==> config.mk <==
export PLATFORM = sky130hd
export DESIGN_NAME = vh_timing_rx
export DESIGN_NICKNAME = d
export VERILOG_FILES = /design/src/rtl/vh_timing_rx.sv
export SDC_FILE = /design/constraint.sdc
export NUM_CORES = 1
export LEC_CHECK = 0
export CELL_PAD_IN_SITES_DETAIL_PLACEMENT = 0
export CELL_PAD_IN_SITES_GLOBAL_PLACEMENT = 1
export CORE_AREA = 2 2 116 118
export CTS_BUF_LIST = sky130_fd_sc_hd__clkbuf_16
export DETAILED_ROUTE_END_ITERATION = 10
export DIE_AREA = 0 0 118 120
export PLACE_DENSITY = 0.84
export SLEW_MARGIN = 5
export SYNTH_ARGS = -nofsm -noshare
export SYNTH_HDL_FRONTEND = slang
export SYNTH_SLANG_ARGS = --single-unit
==> constraint.sdc <==
create_clock -name clk -period 3.4 [get_ports clk]
set_input_delay 0.51 -clock clk [delete_from_list [all_inputs] [get_ports clk]]
set_output_delay 0.51 -clock clk [all_outputs]
set_load 0.02 [all_outputs]
==> src/rtl/vh_timing_rx.sv <==
// Video line/frame timing receiver: registers VSYNC&HSYNC-qualified pixels, tracks x/y position,
// and flags short/long lines and frames over a fixed number of frames.
module vh_timing_rx #(
  parameter int unsigned H_WIDTH = 2448,
  parameter int unsigned V_WIDTH = 2048,
  parameter int unsigned FRM     = 3
) (
  input  logic        clk,
  input  logic        rst,
  input  logic        enable,
  input  logic        VSYNC,
  input  logic        HSYNC,
  input  logic [31:0] DIN,
  output logic        PIX_VLD,
  output logic [31:0] PIX_DATA,
  output logic [15:0] H_CNT,
  output logic [15:0] V_CNT,
  output logic        SOF,
  output logic        EOL,
  output logic        EOF,
  output logic        LINE_ERR,
  output logic        FRM_ERR,
  output logic [7:0]  FRM_CNT,
  output logic        DONE
);

  typedef enum logic [1:0] {StIdle, StSync, StActive, StFin} state_e;

  state_e      r_state;
  state_e      w_state_nxt;
  logic        r_vs;
  logic        r_pix_vld;
  logic [31:0] r_pix_data;
  logic [15:0] r_h_cnt;
  logic [15:0] r_v_cnt;
  logic [15:0] r_lines;
  logic [7:0]  r_frm_cnt;

  logic        w_vh;
  logic        w_rise;
  logic        w_fall;
  logic        w_active;
  logic        w_cap;
  logic        w_eol;
  logic        w_eof;
  logic        w_last_frm;
  logic [16:0] w_h_len;
  logic [16:0] w_lines;

  assign w_vh     = VSYNC & HSYNC;
  assign w_rise   = VSYNC & ~r_vs;
  assign w_fall   = ~VSYNC & r_vs;
  assign w_active = (r_state == StActive) & enable;
  assign w_cap    = w_active & w_vh;
  // EOL looks one pixel ahead: the registered pixel is last if no pixel follows this cycle.
  assign w_eol    = r_pix_vld & ~w_vh;
  assign w_eof    = w_active & w_fall;
  assign w_h_len  = {1'b0, r_h_cnt} + 17'd1;
  // A line ending together with VSYNC counts toward this frame's total.
  assign w_lines  = {1'b0, r_lines} + {16'd0, w_eol};
  assign w_last_frm = (32'(r_frm_cnt) + 32'd1) >= FRM;

  always_comb begin
    w_state_nxt = r_state;
    if (!enable) begin
      w_state_nxt = StIdle;
    end else begin
      case (r_state)
        StIdle:   if (!VSYNC) w_state_nxt = StSync;
        StSync:   if (w_rise) w_state_nxt = StActive;
        StActive: if (w_fall) w_state_nxt = w_last_frm ? StFin : StSync;
        StFin:    w_state_nxt = StFin;
        default:  w_state_nxt = StIdle;
      endcase
    end
  end

  always_ff @(posedge clk or posedge rst) begin
    if (rst) begin
      r_state    <= StIdle;
      r_vs       <= 1'b0;
      r_pix_vld  <= 1'b0;
      r_pix_data <= 32'd0;
      r_h_cnt    <= 16'd0;
      r_v_cnt    <= 16'd0;
      r_lines    <= 16'd0;
      r_frm_cnt  <= 8'd0;
    end else begin
      r_state   <= w_state_nxt;
      r_vs      <= VSYNC;
      r_pix_vld <= w_cap;
      if (w_cap) r_pix_data <= DIN;

      if (!enable) begin
        r_h_cnt <= 16'd0;
        r_v_cnt <= 16'd0;
        r_lines <= 16'd0;
      end else if (r_state == StSync) begin
        r_lines <= 16'd0;
      end else if (w_active) begin
        if (w_cap) begin
          if (!r_pix_vld) begin
            r_h_cnt <= 16'd0;
            r_v_cnt <= r_lines;
          end else if (r_h_cnt != 16'hFFFF) begin
            r_h_cnt <= r_h_cnt + 16'd1;
          end
        end
        if (w_eol && (r_lines != 16'hFFFF)) r_lines <= r_lines + 16'd1;
      end

      if (w_eof && (r_frm_cnt != 8'hFF)) r_frm_cnt <= r_frm_cnt + 8'd1;
    end
  end

  assign PIX_VLD  = r_pix_vld;
  assign PIX_DATA = r_pix_data;
  assign H_CNT    = r_h_cnt;
  assign V_CNT    = r_v_cnt;
  assign SOF      = r_pix_vld & (r_h_cnt == 16'd0) & (r_v_cnt == 16'd0);
  assign EOL      = w_eol;
  assign EOF      = w_eof;
  assign LINE_ERR = w_eol & (w_h_len != 17'(H_WIDTH));
  assign FRM_ERR  = w_eof & (w_lines != 17'(V_WIDTH));
  assign FRM_CNT  = r_frm_cnt;
  assign DONE     = (r_state == StFin);

endmodule

======== Word level (Yosys, flattened, before mapping) ========
Index checks and enable logic that the tools add are counted.
word-level totals
  output and inout bits ................... 79
  ROM bits ................................ 0
  bits in registers ....................... 92
  memory bits (writable) .................. 0
  memories kept ........................... 0
  input bits .............................. 37
  latch bits .............................. 0
  word-level logic and storage cells ...... 77
cells by class
  reduce and logical (&&, ||, !) cells .... 9
  div/mod/pow operators ................... 0
  multiplexer cells ....................... 21
  magnitude comparators ................... 1
  $add $sub $neg .......................... 6
  bitwise logic cells ..................... 14
  $mul .................................... 0
  eq/ne operators ......................... 18
  shifts and indexed selects .............. 0
operators with widths
  cell                                                      count
  two-way mux 16 bit                                        15
  inequality test 17 x 12 -> 1 bit (second input constant)  2
  adder 16 x 1 -> 16 bit (second input constant)            2
  zero test 16 bit                                          2
  inequality test 16 bit (second input constant)            2
  adder 16 x 1 -> 17 bit                                    1
  adder 16 x 1 -> 17 bit (second input constant)            1
  AND 1 bit                                                 11
  two-way mux 2 bit                                         5
  adder 8 x 1 -> 9 bit (second input constant)              1
  >= comparator 9 x 2 -> 1 bit (second input constant)      1
  inequality test 3 bit (second input constant)             3
  adder 8 x 1 -> 8 bit (second input constant)              1
  inequality test 8 bit (second input constant)             1
  one-hot mux 2 bit (4 select lines)                        1
  AND reduction 4 bit                                       2
  inequality test 3 x 1 -> 1 bit (second input constant)    2
  == test 2 bit (second input constant)                     2
  inequality test 2 x 1 -> 1 bit (second input constant)    2
  inequality test 2 bit (second input constant)             2
  inequality test 3 x 2 -> 1 bit (second input constant)    1
  inverter 1 bit                                            3
  AND reduction 3 bit                                       1
  == test 2 x 1 -> 1 bit (second input constant)            1
  other kinds (3)                                           4

======== Depth between registers and ports, before layout ========
  depth after elaboration ................. 8
  mapped depth ............................ 8
  mapped depth without buffers ............ 8

======== Worst setup path before layout ========
No wires, ideal clock.
  path type ............................... register to output
  start ................................... reg r_pix_vld, in the netlist PIX_VLD
  end ..................................... out FRM_ERR
  path buffers ............................ 0
  slack ................................... 602 ps
  cell stages (with the launch flop) ...... 9
  data required time ...................... 2,890 ps
  arrival ................................. 2,288 ps
  cells stage by stage .................... dfrtp_1 > a21boi_2 > ha_1 > ha_1 > inv_1 > nor4_1 > xnor2_1 > nand3_1 > o31a_1
on the way
  word-level cells in the longest chain between the ends .. 4
ends and longest elaborated chain
  element                           RTL line  source
  start, declared                   32        logic r_pix_vld;
  start signal, assigned            91        r_pix_vld <= w_cap;
  AND 1 bit                         56        assign w_eol = r_pix_vld & ~w_vh;
  net EOL                           19        output logic EOL,
  adder 16 x 1 -> 17 bit            60        assign w_lines = {1'b0, r_lines} + {16'd0, w_eol};
  inequality test 17 x 12 -> 1 bit  124       assign FRM_ERR = w_eof & (w_lines != 17'(V_WIDTH));
  AND 1 bit                         124
  end, declared                     22        output logic FRM_ERR,
The timed path passes the listed nets, and every way through them passes these cells.

======== Final worst setup path ========
  start ................................... in VSYNC
  end ..................................... out FRM_ERR
on the way
  word-level cells in the longest chain between the ends .. 6
  elaborated cells on any way between the ends .. 9
  those cells by class .................... 1 x add/sub; 1 x eq/ne; 7 x bitwise
ends and longest elaborated chain
  element                           RTL line  source
  start, declared                   11        input logic VSYNC,
  AND 1 bit                         50        assign w_vh = VSYNC & HSYNC;
  inverter 1 bit                    56
  AND 1 bit                         56
  adder 16 x 1 -> 17 bit            60
  inequality test 17 x 12 -> 1 bit  124
  AND 1 bit (*)                     124
Mark *: on every way between the ends. The rest lies on a longest branch, timed or not.

==> flow_summary.json <==
{
  "cellPowerDensity_mw_per_mm2": 372,
  "slowest_stage": "sky130_fd_sc_hd__clkdlybuf4s50_1",
  "replace_congestion": 0.929,
  "synth.yosys.seq_area_share_pct": 47.7,
  "dieWidth_um": 118,
  "critPathRequiredTime_ns": 2.89,
  "crit_path_buffers_inverters": 3,
  "drv.max_cap_violation_count": 0,
  "final.hold.worst_slack_ns": 0.506,
  "ys.warnings.count": 0,
  "netlist_area_mm2": 0.00483,
  "htree_levels": 3,
  "async_reset_ff_share_pct": 100,
  "cts_made_buffers": 9,
  "most_frequent_cells_in_the_layout": "sky130_fd_sc_hd__clkdlybuf4s50_1, sky130_fd_sc_hd__dfrtp_1, sky130_fd_sc_hd__nand2_1, sky130_fd_sc_hd__mux2_2, sky130_fd_sc_hd__nor2_1",
  "finalCritPeriodShare_pct": 96.3,
  "layout.cells.most_common": "sky130_fd_sc_hd__clkdlybuf4s50_1",
  "crit_path_cell_trace": "clkdlybuf4s50_1 -> a21boi_2 -> ha_1 -> ha_4 -> inv_1 -> nor4_2 -> xnor2_1 -> nand3_1 -> o31a_1 -> dlygate4sd2_1",
  "boundaryPins": 116,
  "synth_flop_cell": "sky130_fd_sc_hd__dfrtp_1",
  "drive_above_1_share_pct": 13.5,
  "port_buffers": 115,
  "placed_wire_length_estimate_mm": 8.95,
  "power.share.switching_pct": 25.4,
  "routed_via_density": 5.42,
  "yosys.cell_types.count": 59,
  "timing.final.crit_period_ns": 3.27,
  "core_area_mm2": 0.0130,
  "cts_num_sinks": 92,
  "final_cell_area_mm2": 0.00643,
  "rsz_0062_raised_after_global_routing": "no",
  "path_delay_family": "buffers and inverters",
  "floorplan.initialDensity_pct": 37.2,
  "pwr-share-comb_pct": 12.9,
  "first_pass_iters": 4,
  "n_antenna_cell": 0,
  "detail_route.drc_violations": 0,
  "routed_wirelength_mm": 12.5,
  "setup_cp_type": "in -> out",
  "clkPwrFrac_pct": 38.1,
  "cp_max_fo": 6,
  "clock_path_buffers": 2,
  "holdPathStages": 1,
  "worst_clock_skew_ns": 0.00526,
  "gr-usage-all-layers_pct": 18.3,
  "slew_headroom_pct": 20.0,
  "holdCritPathClass": "reg -> reg",
  "fp.dieH_um": 120,
  "final_hold_viol_count": 0,
  "ant_nets": 0,
  "grt_start_max_net_pins": 51,
  "finalNetCount": 619,
  "worstRegToRegCells": 6,
  "netlist_instances": 469,
  "grt_ovf": 0,
  "sequential_power_share_pct": 49.0,
  "detailroute.via_count": 4083,
  "hold_buffers": 0,
  "grt_antenna_before_repair": 0,
  "count_of_flip_flops_with_a_built_in_enable_after_synthesis": 0,
  "number_of_cells_on_the_critical_path": 10,
  "timing.fmax_mhz": 306,
  "slowest_delay_ns": 0.46,
  "peak_supply_drop_mv": 0.236,
  "clockRootBuffer": "sky130_fd_sc_hd__clkbuf_16",
  "placedInstanceArea_mm2": 0.00614,
  "worst_ep_arrival_time_ns": 2.76,
  "clock_tree_from_tritoncts": "built",
  "synth.avg_cell_area_um2": 10.3,
  "insertion_delay_ns": 0.35,
  "synth.net_count": 514,
  "via_count_of_the_first_global_routing_pass": 3965,
  "synth.ff_latch_count": 92,
  "startpoint_type": "primary input",
  "end_kind": "output pin",
  "initialDrtViolationCount": 145,
  "flow.area_growth_from_synthesis_pct": 33.2,
  "clk_pin_slew_ns": 0.06,
  "worst_pin_slew_ns": 1.19,
  "total_switching_power_uw": 609,
  "total_leakage_power_nw": 2.58,
  "slew_violations": 0,
  "setup-violations-final": 0,
  "p_int_mw": 1.79,
  "status": "finished, final reports clean",
  "die_area_mm2": 0.0142,
  "cell_row_count": 42,
  "grt_pass1_wl_mm": 20.6,
  "routedWlPerCell_um": 16.6
}
==> layer usage <==
layer	routed length (um)	vias to the layer above	track usage [%]
li1	-	1929	-
met1	5270	2015	23.2
met2	6230	123	30.9
met3	790	16	4.37
met4	195	0	5.95
met5	0	-	0
==> logic make-up (layout without fill, tap and decap cells) <==
kind of cell,after synthesis,after routing,synth area share (%)
buf+inv,44,153,4.25
simple gates,163,163,18.1
compound gates,98,98,14.5
fa+ha+maj,8,8,2.07
xor+xnor,27,27,4.90
flops,92,92,47.7
mux,37,37,8.52
==> final timing paths <==
kind                                               start                       end  slack (ns)
worst max-delay path                               VSYNC                   FRM_ERR        0.13
worst min-delay path            PIX_DATA[28]$_DFFE_PP0P_  PIX_DATA[28]$_DFFE_PP0P_        0.51
worst max register to register      H_CNT[1]$_DFFE_PP0P_     H_CNT[12]$_DFFE_PP0P_        1.00
worst min register to register  PIX_DATA[28]$_DFFE_PP0P_  PIX_DATA[28]$_DFFE_PP0P_        0.51
max in group asynchronous                            rst    FRM_CNT[0]$_DFFE_PP0P_        2.08
min in group asynchronous                            rst  PIX_DATA[31]$_DFFE_PP0P_        0.60
==> sequential cells by signal (all words and copies together), names as in the netlist <==
name,cells
V_CNT,16
r_state,2
PIX_VLD,1
H_CNT,16
PIX_DATA,32
FRM_CNT,8
r_vs,1
r_lines,16
==> stage by stage <==
step           utilization, %  power (mW)  cells  setup TNS, ns  worst slack, ns
4_1_cts                  49.3        2.43    754              0           0.0162
2_1_floorplan               -        1.34    469              0            0.498
3_3_place_gp             47.3        1.50    739         -0.222           -0.222
5_1_grt                  49.5        2.49    754              0           0.0208
3_5_place_dp             47.3        1.51    739         -0.196           -0.196
6_report                 49.5        2.39    754              0            0.127
==> final cells by class <==
type	instances	area, um^2
timing repair buffer	125	1240
multi-input combinational	333	2360
clock inverter	6	33.8
fill	1180	6550
tap	176	220
inverter	13	50.0
clock buffer	9	225
sequential	92	2300
==> timing repair <==
item	in CTS	in global routing
hold endpoints to repair	0	0
gates resized for setup	2	7
setup buffers	0	0
setup endpoints to repair	1	2
==> worst reg2reg max path, delay by kind of cell (launching register included) <==
family                   cells  cell delay (ns)
AO/OA/AOI/OAI                3             1.04
flip-flops                   1             0.47
adder cells (fa/ha/maj)      1             0.31
AND/OR/NAND/NOR              2             0.48
==> power groups by stage <==
stage | Clock (mW) | Sequential, mW | Combinational [mW]
6_report | 0.912 | 1.17 | 0.308
5_1_grt | 0.984 | 1.18 | 0.332
4_1_cts | 0.943 | 1.17 | 0.315
3_5_place_dp | 0 | 1.19 | 0.314
3_3_place_gp | 0 | 1.19 | 0.309
2_1_floorplan | 0 | 1.25 | 0.0898
==> Yosys cell counts, drive strengths merged (4+ instances only) <==
cell type	n	area (um^2)
nand3	15	75.1
dfrtp	92	2300
mux2	33	372
o31ai	4	35.0
nand2b	6	37.5
xnor2	25	219
nand4	19	119
and3	5	41.3
a211oi	8	72.6
nor3	10	55.1
nor4	15	93.8
clkbuf	12	46.3
nand2	35	131
a31oi	13	87.6
ha	8	100
o21ai	23	119
inv	13	48.8
mux2i	4	40.0
buf	19	110
a22o	17	149
a21oi	14	70.1
nor2	33	124
and4	9	83.8
Note: power is estimated with default switching activity, not from simulation.
